**src/rtl/biriscv_issue_scheduler.sv**
```systemverilog
// -----------------------------------------------------------------------------
// biriscv_issue_scheduler
//
// Dual-issue scheduler sitting between the two instruction decoders and the
// execute stage. Each cycle it decides which of the two decoded slots issue.
// Slot0 is always the older instruction, so slot1 can only issue alongside it.
//
// Issue is blocked by:
//   - short-latency RAW/WAW hazards against a load or mul issued last cycle;
//   - an outstanding divide, both for its destination and for the divider
//     itself;
//   - pairing rules that stop two instructions from sharing a unit or
//     depending on each other.
//
// Ports
//   clk_i, rst_i            clock, synchronous active-high reset
//   stall_i, flush_i        suppress issue this cycle
//   slotN_*_i (N=0,1)       decoded instruction: valid, unit class, rd_valid,
//                           rd/ra/rb register indices
//   slotN_accept_o          combinational: slot N issues this cycle
//   exN_*_o                 registered: slot N issued last cycle, plus unit class
//   div_busy_o              divider still running
//   div_rd_o                destination register of the outstanding divide
// -----------------------------------------------------------------------------
module biriscv_issue_scheduler #(
    parameter int SUPPORT_DUAL_ISSUE = 1,
    parameter int DIV_CYCLES         = 34
) (
    input  logic       clk_i,
    input  logic       rst_i,
    input  logic       stall_i,
    input  logic       flush_i,

    input  logic       slot0_valid_i,
    input  logic       slot0_exec_i,
    input  logic       slot0_lsu_i,
    input  logic       slot0_branch_i,
    input  logic       slot0_mul_i,
    input  logic       slot0_div_i,
    input  logic       slot0_csr_i,
    input  logic       slot0_rd_valid_i,
    input  logic [4:0] slot0_rd_idx_i,
    input  logic [4:0] slot0_ra_idx_i,
    input  logic [4:0] slot0_rb_idx_i,
    output logic       slot0_accept_o,

    input  logic       slot1_valid_i,
    input  logic       slot1_exec_i,
    input  logic       slot1_lsu_i,
    input  logic       slot1_branch_i,
    input  logic       slot1_mul_i,
    input  logic       slot1_div_i,
    input  logic       slot1_csr_i,
    input  logic       slot1_rd_valid_i,
    input  logic [4:0] slot1_rd_idx_i,
    input  logic [4:0] slot1_ra_idx_i,
    input  logic [4:0] slot1_rb_idx_i,
    output logic       slot1_accept_o,

    output logic       ex0_valid_o,
    output logic       ex0_lsu_o,
    output logic       ex0_mul_o,
    output logic       ex0_div_o,
    output logic       ex0_csr_o,

    output logic       ex1_valid_o,
    output logic       ex1_lsu_o,
    output logic       ex1_mul_o,
    output logic       ex1_div_o,
    output logic       ex1_csr_o,

    output logic       div_busy_o,
    output logic [4:0] div_rd_o
);

    localparam logic       DUAL_EN   = (SUPPORT_DUAL_ISSUE != 0);
    localparam logic [5:0] DIV_LOAD  = 6'(DIV_CYCLES);

    // Per-slot views of the decoder inputs so both slots share one check.
    logic [1:0] w_valid;
    logic [1:0] w_lsu;
    logic [1:0] w_mul;
    logic [1:0] w_div;
    logic [1:0] w_csr;
    logic [1:0] w_rd_valid;
    logic [4:0] w_rd [2];
    logic [4:0] w_ra [2];
    logic [4:0] w_rb [2];
    logic [1:0] w_block;
    logic [1:0] w_accept;

    // State
    logic [4:0] r_load_rd;
    logic [4:0] r_mul_rd;
    logic [4:0] r_div_rd;
    logic [5:0] r_div_cnt;
    logic [1:0] r_ex_valid;
    logic [1:0] r_ex_lsu;
    logic [1:0] r_ex_mul;
    logic [1:0] r_ex_div;
    logic [1:0] r_ex_csr;

    logic       w_div_busy;
    logic       w_pair_ok;
    logic       w_unused;

    assign w_valid    = {slot1_valid_i,    slot0_valid_i};
    assign w_lsu      = {slot1_lsu_i,      slot0_lsu_i};
    assign w_mul      = {slot1_mul_i,      slot0_mul_i};
    assign w_div      = {slot1_div_i,      slot0_div_i};
    assign w_csr      = {slot1_csr_i,      slot0_csr_i};
    assign w_rd_valid = {slot1_rd_valid_i, slot0_rd_valid_i};
    assign w_rd[0] = slot0_rd_idx_i;
    assign w_rd[1] = slot1_rd_idx_i;
    assign w_ra[0] = slot0_ra_idx_i;
    assign w_ra[1] = slot1_ra_idx_i;
    assign w_rb[0] = slot0_rb_idx_i;
    assign w_rb[1] = slot1_rb_idx_i;

    // exec class and slot1 branch do not influence scheduling.
    assign w_unused = slot0_exec_i ^ slot1_exec_i ^ slot1_branch_i;

    assign w_div_busy = (r_div_cnt != 6'd0);

    // x0 is hardwired to zero, so it never creates a dependency.
    function automatic logic f_depends(input logic [4:0] x,
                                       input logic [4:0] ra,
                                       input logic [4:0] rb,
                                       input logic [4:0] rd,
                                       input logic       rd_v);
        return (x != 5'd0) && ((x == ra) || (x == rb) || (rd_v && (x == rd)));
    endfunction

    genvar gi;
    generate
        for (gi = 0; gi < 2; gi++) begin : g_slot_block
            assign w_block[gi] =
                  f_depends(r_load_rd, w_ra[gi], w_rb[gi], w_rd[gi], w_rd_valid[gi])
                | f_depends(r_mul_rd,  w_ra[gi], w_rb[gi], w_rd[gi], w_rd_valid[gi])
                | (w_div_busy & f_depends(r_div_rd, w_ra[gi], w_rb[gi], w_rd[gi], w_rd_valid[gi]))
                | (w_div_busy & (w_div[gi] | w_csr[gi]))
                // CSR/system ops wait for any short-latency result to land.
                | (w_csr[gi] & ((r_load_rd != 5'd0) | (r_mul_rd != 5'd0)));
        end
    endgenerate

    // Rules that only apply when pairing slot1 with slot0.
    assign w_pair_ok = ~slot1_csr_i & ~slot1_div_i
                     & ~slot0_csr_i & ~slot0_branch_i
                     & ~(slot0_lsu_i & slot1_lsu_i)
                     & ~(slot0_mul_i & slot1_mul_i)
                     & ~(slot0_rd_valid_i && (slot0_rd_idx_i != 5'd0) &&
                         ((slot0_rd_idx_i == slot1_ra_idx_i) ||
                          (slot0_rd_idx_i == slot1_rb_idx_i)))
                     & ~(slot0_rd_valid_i && slot1_rd_valid_i &&
                         (slot0_rd_idx_i != 5'd0) &&
                         (slot0_rd_idx_i == slot1_rd_idx_i));

    assign w_accept[0] = w_valid[0] & ~stall_i & ~flush_i & ~rst_i & ~w_block[0];
    assign w_accept[1] = DUAL_EN & w_accept[0] & w_valid[1] & ~w_block[1] & w_pair_ok;

    assign slot0_accept_o = w_accept[0];
    assign slot1_accept_o = w_accept[1];

    always_ff @(posedge clk_i) begin
        if (rst_i) begin
            r_load_rd  <= 5'd0;
            r_mul_rd   <= 5'd0;
            r_div_rd   <= 5'd0;
            r_div_cnt  <= 6'd0;
            r_ex_valid <= 2'b00;
            r_ex_lsu   <= 2'b00;
            r_ex_mul   <= 2'b00;
            r_ex_div   <= 2'b00;
            r_ex_csr   <= 2'b00;
        end else begin
            // Issue register refreshes every cycle, so a stall yields a bubble.
            r_ex_valid <= w_accept;
            r_ex_lsu   <= w_accept & w_lsu;
            r_ex_mul   <= w_accept & w_mul;
            r_ex_div   <= w_accept & w_div;
            r_ex_csr   <= w_accept & w_csr;

            // At most one load and one mul can issue per cycle (pairing rules).
            if (w_accept[0] && w_lsu[0] && w_rd_valid[0]) begin
                r_load_rd <= w_rd[0];
            end else if (w_accept[1] && w_lsu[1] && w_rd_valid[1]) begin
                r_load_rd <= w_rd[1];
            end else begin
                r_load_rd <= 5'd0;
            end

            if (w_accept[0] && w_mul[0] && w_rd_valid[0]) begin
                r_mul_rd <= w_rd[0];
            end else if (w_accept[1] && w_mul[1] && w_rd_valid[1]) begin
                r_mul_rd <= w_rd[1];
            end else begin
                r_mul_rd <= 5'd0;
            end

            // Divider ignores stall/flush: the in-flight div is older than both.
            if (w_accept[0] && w_div[0]) begin
                r_div_cnt <= DIV_LOAD;
                r_div_rd  <= w_rd[0];
            end else if (w_div_busy) begin
                r_div_cnt <= r_div_cnt - 6'd1;
            end
        end
    end

    assign ex0_valid_o = r_ex_valid[0];
    assign ex0_lsu_o   = r_ex_lsu[0];
    assign ex0_mul_o   = r_ex_mul[0];
    assign ex0_div_o   = r_ex_div[0];
    assign ex0_csr_o   = r_ex_csr[0];
    assign ex1_valid_o = r_ex_valid[1];
    assign ex1_lsu_o   = r_ex_lsu[1];
    assign ex1_mul_o   = r_ex_mul[1];
    assign ex1_div_o   = r_ex_div[1];
    assign ex1_csr_o   = r_ex_csr[1];

    assign div_busy_o = w_div_busy;
    assign div_rd_o   = r_div_rd;

endmodule
```
**config.mk**
```make
export PLATFORM = sky130hd
export DESIGN_NAME = biriscv_issue_scheduler
export DESIGN_NICKNAME = d
export VERILOG_FILES = /design/src/rtl/biriscv_issue_scheduler.sv
export SDC_FILE = /design/constraint.sdc
export NUM_CORES = 1
export LEC_CHECK = 0
export BUFFER_PORTS_ARGS = -buffer_cell sky130_fd_sc_hd__buf_2
export CORE_UTILIZATION = 40
export CTS_CLUSTER_SIZE = 24
export DETAILED_ROUTE_END_ITERATION = 10
export GPL_TIMING_DRIVEN = 0
export MAX_ROUTING_LAYER = met4
export PLACE_DENSITY = 0.64
export REMOVE_ABC_BUFFERS = 1
export SYNTH_ARGS = -nofsm -noshare
export SYNTH_HDL_FRONTEND = slang
export SYNTH_SLANG_ARGS = --single-unit
```
**constraint.sdc**
```tcl
create_clock -name clk_i -period 1.9 [get_ports clk_i]
set_input_delay 0.095 -clock clk_i [delete_from_list [all_inputs] [get_ports clk_i]]
set_output_delay 0.095 -clock clk_i [all_outputs]
set_load 0.02 [all_outputs]
```
==> out/results.env, run 1 <==
SYNTH-ASYNC-RESET-RATIO=0
DIODES=0
REMAINING_DRC_ERRORS=0
RUN_STATUS='complete, but fails checks'
YOSYSSEQAREASHARE=0.233
MAXCAPVIOLATIONS=0
CLK_PIN_SLEW_WORST_PATHS_NS=0.07
DETAIL_ROUTE.WIRELENGTH_UM=8000
SETUP-TNS-FINAL_NS=-6.75
FINAL_GP_CONGESTION=0.966
IO-PIN-COUNT=68
START_UTIL=0.416
CLOCK_SINK_COUNT=31
GRT_PASS1_VIAS=2427
TCRIT_TCLK_FINAL=1.21
DIE-WIDTH_UM=83.5
P_TOTAL_mW=2.54
CORE_MM2=0.00639
SEQ_AREA_UM2=674
YS_WARN_COUNT=0
CP.ARRIVAL_NS=2.21
GRT_SETUP_UNREPAIRED='yes'
POST_SYNTH_INST_COUNT=310
CTS_INSERTED_BUFFERS=5
HOLDCRITPATHCLASS='input port to flip-flop'
SYNTH-EDFF-COUNT=0
FIN_SKEW_NS=0.00676
PORT_BUFFERS=64
CLOCK-ROOT-BUFFER='clkbuf_8'
VIAS=2521
MAXSLEWVIOLCOUNT=0
VIAS_PER_CELL=5.55
INITIAL_ANTENNA_VIOLATION_COUNT=0
DIE-HEIGHT_UM=83.5
DRT_PRE_ANTENNA_ITERS=4
WORST-R2R-CELL-COUNT=8
HTREE_LEVELS=2
SYNTH.CELL_AREA_MM2=0.00266
MAX-CLOCK-PATH-BUFFERS=2
POST-DP-HPWL_UM=5390
GRT_FIRST_PASS_WIRELENGTH_UM=12500
PLACEMENT_ROWS=29
SYNTH_CELL_TYPE_COUNT=44
MAXCLOCKFREQUENCY_GHz=0.433
FINALHOLDVIOLATIONS=0
NETS=428
START_KIND='flip-flop'
CTSHOLDBUFFERS=0
PEAKVDDDROP_mV=0.761
P_LEAK_nW=1.49
MAXIMUM_NUMBER_OF_PINS_ON_ONE_NET_BEFORE_GLOBAL_ROUTE_REPAIR=14
DETAIL_ROUTE.ITER0.VIOLATIONS=131
PRE_CTS_WS_NS=-0.840
WORST_SLACK_NS=-0.408
GLOBALROUTETOTALUTIL=0.236
PERIOD_NEEDED_NS=2.31
CTS_TREE='yes'
CRITPATHMAXFANOUT=9
CELLPOWERDENSITY_mW_PER_MM2=723
CRITPATHCAPTURETYPE='output port'
CRITICAL_PATH_REQUIRED_NS=1.80
YOSYS_REGISTER_BITS=31
SETUP_VIOL=26
AREA_GROWTH_SYN_TO_LAYOUT_PCT=32.3
AVGSYNTHCELLAREA_UM2=8.58
DRT-WIRELENGTH-PER-CELL_UM=17.6
FAILED_CHECKS='negative setup slack'
DOMINANTREGCELLSYNTH='dfxtp_1'
FINAL.FILL_COUNT=585
FINAL_GLOBAL_ROUTE_OVERFLOW_TOTAL=0
FP.DIEAREA_MM2=0.00698
PATH_CLASS='flip-flop to output port'
LAYOUT-DRIVE-GT1-SHARE=0.401
CLK-INSERTION-DELAY-LATE_NS=0.29
MULTIINPUTGATEAREA_MM2=0.00209
MIN_PATH_CELLS=2
ANT_NETS=0
[cell usage after synthesis (all sizes together), types with 2 or more instances]
master	count	share of area
a21oi	3	0.0056
a32o	10	0.038
and2	10	0.024
and3	2	0.0047
buf	27	0.063
clkbuf	2	0.0028
dfxtp	31	0.23
ha	2	0.0094
inv	3	0.0042
mux2	5	0.021
nand2	14	0.020
nand3	11	0.021
nand4	5	0.012
nor2	12	0.017
nor2b	5	0.012
nor3	23	0.045
nor4	10	0.035
o21ai	4	0.0075
o31ai	4	0.013
or4	2	0.0071
xnor2	45	0.15
xor2	65	0.21
[report_power, final]
part	switching, mW	internal, mW
Combinational	0.574	0.509
Sequential	0.0757	0.705
Clock	0.255	0.424
[sequential cells by signal (all words and copies together), names as in the netlist]
| register | flops |
|---|---|
| r_ex_csr | 2 |
| r_ex_valid | 2 |
| r_ex_div | 2 |
| r_mul_rd | 5 |
| r_load_rd | 5 |
| r_ex_lsu | 2 |
| r_div_cnt | 6 |
| r_ex_mul | 2 |
| div_rd_o | 5 |
[per-layer routing]
metal,wire length (µm),GRT usage
met1,3360,0.293
met2,4030,0.388
met3,441,0.0455
met4,167,0.0770
met5,0,-
[cells by family (layout without fill, tap and decap cells)]
logic type | count (synthesis) | after routing | share of synthesized area
xor gates and xnor gates | 110 | 110 | 0.362
and+or+nand+nor | 97 | 97 | 0.206
AOI/OAI and AO/OA | 32 | 32 | 0.0965
buffers and inverters | 32 | 98 | 0.0701
DFF | 31 | 31 | 0.233
muxes | 5 | 5 | 0.0212
adders and majority gates | 2 | 2 | 0.00941
other | 1 | 2 | 0.00141
[final cells by class]
type	count	share of cell area
clock buffer	6	0.0235
multi-input combinational	248	0.595
inverter	3	0.00320
timing repair buffer	87	0.149
sequential	31	0.192
tap	77	0.0274
clock inverter	2	0.00996
[final timing paths]
kind	startpoint	endpoint	slack, ns
worst min register to register	r_div_cnt[4]	r_div_cnt[4]	0.58
worst max-delay path	div_rd_o[4]	slot1_accept_o	-0.41
worst max register to register	div_rd_o[4]	r_mul_rd[1]	-0.37
worst min-delay path	slot1_lsu_i	r_ex_lsu[1]	0.05
[what timing repair did]
item | CTS | global route
setup endpoints to repair | 28 | 27
pin swaps | 15 | 7
gates resized for setup | 61 | 21
buffers inserted | 17 | 7
[placed cells by master, fill, tap and decap left out, types with 4 or more instances in the layout]
| cell | netlist | final |
|---|---|---|
| clkbuf_8 | 0 | 6 |
| buf_4 | 8 | 18 |
| nand3_1 | 11 | 11 |
| nor3_1 | 22 | 16 |
| nor2b_1 | 5 | 5 |
| xor2_2 | 0 | 4 |
| dfxtp_4 | 0 | 14 |
| mux2_2 | 5 | 4 |
| nor2_1 | 12 | 11 |
| a32o_1 | 10 | 10 |
| buf_2 | 17 | 62 |
| buf_6 | 2 | 7 |
| nand2_1 | 14 | 13 |
| xor2_1 | 65 | 61 |
| nor3_2 | 1 | 5 |
| nand4_1 | 5 | 5 |
| xnor2_1 | 45 | 44 |
| nor4_1 | 8 | 4 |
| dfxtp_1 | 31 | 16 |
| and2_1 | 10 | 9 |
[stage by stage]
stage | instance area [µm²] | hold slack, ns | utilization | std cells
finish | 3520 | 0.0485 | 0.551 | 454
global route | 3520 | 0.0584 | 0.551 | 454
CTS | 3360 | 0.0397 | 0.526 | 448
detailed placement | 2900 | 0.337 | 0.455 | 423
global placement | 2900 | 0.336 | 0.455 | 423
floorplan | 2490 | 0.164 | - | 282
[worst max-delay path: stages, from the launching register on]
cell,delay [ns]
dfxtp_4,0.40
nor3_1,0.19
nand2_1,0.13
o31ai_1,0.30
a21oi_1,0.08
or4_4,0.48
nor3_4,0.19
buf_6,0.15
Note: power is estimated with default switching activity, not from simulation.
==> inputs of run 2 (changes only) <==
Settings changed: MAX_ROUTING_LAYER met4 to unset.
==> run 2 against run 1 <==
Net effect: setup slack better by 0.036 ns; via count fell by 1.1%; the run still ends with negative setup slack left; critical endpoint unchanged; clock power decreased by 0.6%; wire length is 0.44% lower.
==> out/results.env, run 2 (synthesis results as in run 1) <==
RUN_STATUS='complete, but fails checks'  # unchanged
FAILED_CHECKS='negative setup slack'  # unchanged
DRT_PRE_ANTENNA_ITERS=4  # unchanged
DIE-HEIGHT_UM=83.5  # unchanged
DETAIL_ROUTE.ITER0.VIOLATIONS=166  # was 131
START_UTIL=0.416  # unchanged
DIODES=0  # unchanged
VIAS=2493  # was 2521
LAYOUT-DRIVE-GT1-SHARE=0.405  # was 0.401
DETAIL_ROUTE.WIRELENGTH_UM=7960  # was 8000 µm
FINALHOLDVIOLATIONS=0  # unchanged
CORE_MM2=0.00639  # unchanged
CRITPATHCAPTURETYPE='output port'  # unchanged
INITIAL_ANTENNA_VIOLATION_COUNT=0  # unchanged
CRITICAL_PATH.SLOWEST_CELL='or4_4'  # unchanged
HTREE_LEVELS=2  # unchanged
SETUP_VIOL=28  # was 26
CTSHOLDBUFFERS=0  # unchanged
FINAL.FILL_COUNT=583  # was 585
IO-PIN-COUNT=68  # unchanged
MAXSLEWVIOLCOUNT=0  # unchanged
PORT_BUFFERS=64  # unchanged
MAXCLOCKFREQUENCY_GHz=0.440  # was 0.433 GHz
CP_NUM_BUF_INV=1  # unchanged
PEAKVDDDROP_mV=0.782  # was 0.761 mV
MULTIINPUTGATEAREA_MM2=0.00205  # was 0.00209 mm²
FINAL_GP_CONGESTION=0.947  # was 0.966
PLACEMENT_ROWS=29  # unchanged
FP.DIEAREA_MM2=0.00698  # unchanged
PATH_CLASS='flip-flop to output port'  # unchanged
NETS=431  # was 428
CP.ARRIVAL_NS=2.18  # was 2.21 ns
CRITICAL_PATH.CELL_CHAIN='xor2_2 -> nor4_2 -> a41oi_2 -> o211ai_1 -> or4_4 -> nor3_4 -> buf_6'  # was nor3_1 -> nand2_1 -> o31ai_1 -> a21oi_1 -> or4_4 -> nor3_4 -> buf_6
CLK_PIN_SLEW_WORST_PATHS_NS=0.07  # about the same
GRT_SETUP_UNREPAIRED='yes'  # unchanged
START_KIND='flip-flop'  # unchanged
CELLPOWERDENSITY_mW_PER_MM2=758  # was 723 mW/mm²
MAXIMUM_NUMBER_OF_PINS_ON_ONE_NET_BEFORE_GLOBAL_ROUTE_REPAIR=14  # unchanged
CRIT_PATH_MAX_INCR_DELAY_NS=0.58  # was 0.48 ns
SEQ_AREA_UM2=674  # unchanged
CLOCK-ROOT-BUFFER='clkbuf_8'  # unchanged
FIN_SKEW_NS=0.00675  # was 0.00676 ns
PERIOD_NEEDED_NS=2.27  # was 2.31 ns
P_LEAK_nW=1.50  # was 1.49 nW
POST-DP-HPWL_UM=5410  # was 5390 µm
MAX-CLOCK-PATH-BUFFERS=2  # unchanged
GRT_PASS1_VIAS=2362  # was 2427
CTS_TREE='yes'  # unchanged
GRT_FIRST_PASS_WIRELENGTH_UM=12300  # was 12500 µm
CRITICAL_PATH_REQUIRED_NS=1.80  # about the same
MIN_HOLD_SLACK_NS=0.0439  # was 0.0485 ns
MAXCAPVIOLATIONS=0  # unchanged
CLOCK_SINK_COUNT=31  # unchanged
P_TOTAL_mW=2.65  # was 2.54 mW
VIAS_PER_CELL=5.46  # was 5.55
REMAINING_DRC_ERRORS=0  # unchanged
CRITPATHMAXFANOUT=6  # was 9
GLOBALROUTETOTALUTIL=0.226  # was 0.236
LARGEST_REGISTER_FF_COUNT=6  # unchanged
FINAL_GLOBAL_ROUTE_OVERFLOW_TOTAL=0  # unchanged
WORST_SLACK_NS=-0.371  # was -0.408 ns
CTS_INSERTED_BUFFERS=5  # unchanged
LAYOUT.CELLS.MOST_COMMON_LIST='xor2_1, buf_2, xnor2_1'  # was buf_2, xor2_1, xnor2_1
CLK-INSERTION-DELAY-LATE_NS=0.29  # about the same
DIE-WIDTH_UM=83.5  # unchanged
TCRIT_TCLK_FINAL=1.20  # was 1.21
PRE_CTS_WS_NS=-0.826  # was -0.840 ns
DRT-WIRELENGTH-PER-CELL_UM=17.4  # was 17.6 µm
LARGEST_REGISTER='r_div_cnt'  # unchanged
ANT_NETS=0  # unchanged
HOLDCRITPATHCLASS='input port to flip-flop'  # unchanged
CRITICAL-PATH-TOP-DELAY-FAMILY='simple AND/OR/NAND/NOR gates'  # unchanged
AREA_GROWTH_SYN_TO_LAYOUT_PCT=31.4  # was 32.3%
-- run 2: worst paths after layout --
path / startpoint / endpoint / slack [ns] / cells past startpoint
worst max-delay path: r_mul_rd[0] / slot1_accept_o / -0.37 / 7
worst min register to register: r_div_cnt[4] / r_div_cnt[4] / 0.58 / 2
worst max register to register: r_mul_rd[0] / r_mul_rd[3] / -0.36 / 8
worst min-delay path: slot1_lsu_i / r_ex_lsu[1] / 0.04 / 2
-- run 2: per-layer routing --
metal / wire, µm / global-route usage / vias up
met5: 0 / 0 / -
met4: 244 / 0.0770 / 0
met3: 421 / 0.0524 / 26
met2: 3910 / 0.376 / 86
met1: 3390 / 0.289 / 1194
li1: - / - / 1187
-- run 2: cell type report --
type                    count  share of cell area
clock buffers               6              0.0236
clock inverters             2              0.0100
inverters                   3             0.00430
multi-input cells         248               0.586
flip-flops and latches     31               0.193
well taps                  77              0.0276
repair buffers             90               0.156
-- run 2: worst register-to-register path: stages, from the launching register on --
cell and delay (ns):
dfxtp_4 0.42, xor2_2 0.17, nor4_2 0.07, a41oi_2 0.21
o211ai_1 0.11, or4_4 0.58, buf_12 0.16, nor4_4 0.27
a32o_1 0.19
-- run 2: metrics by stage --
| step | cells | cell area, µm² | setup TNS (ns) | util |
|---|---|---|---|---|
| floorplan | 282 | 2490 | -10.52 | - |
| global placement | 423 | 2900 | -15.44 | 0.455 |
| detailed placement | 423 | 2900 | -16.04 | 0.455 |
| CTS | 445 | 3270 | -4.84 | 0.512 |
| global route | 457 | 3490 | -9.33 | 0.547 |
| finish | 457 | 3490 | -6.47 | 0.547 |
-- run 2: power by group --
| group | total [mW] | switching (mW) | internal [mW] |
|---|---|---|---|
| clock | 0.675 | 0.251 | 0.424 |
| combinational | 1.19 | 0.604 | 0.582 |
| sequential | 0.788 | 0.0766 | 0.711 |
| total | 2.65 | 0.932 | 1.72 |
-- run 2: timing repair --
| item | CTS | global route |
|---|---|---|
| pin swaps | 13 | 7 |
| endpoints found under the setup margin | 28 | 28 |
| gates resized for setup | 43 | 29 |
| setup buffers | 14 | 12 |
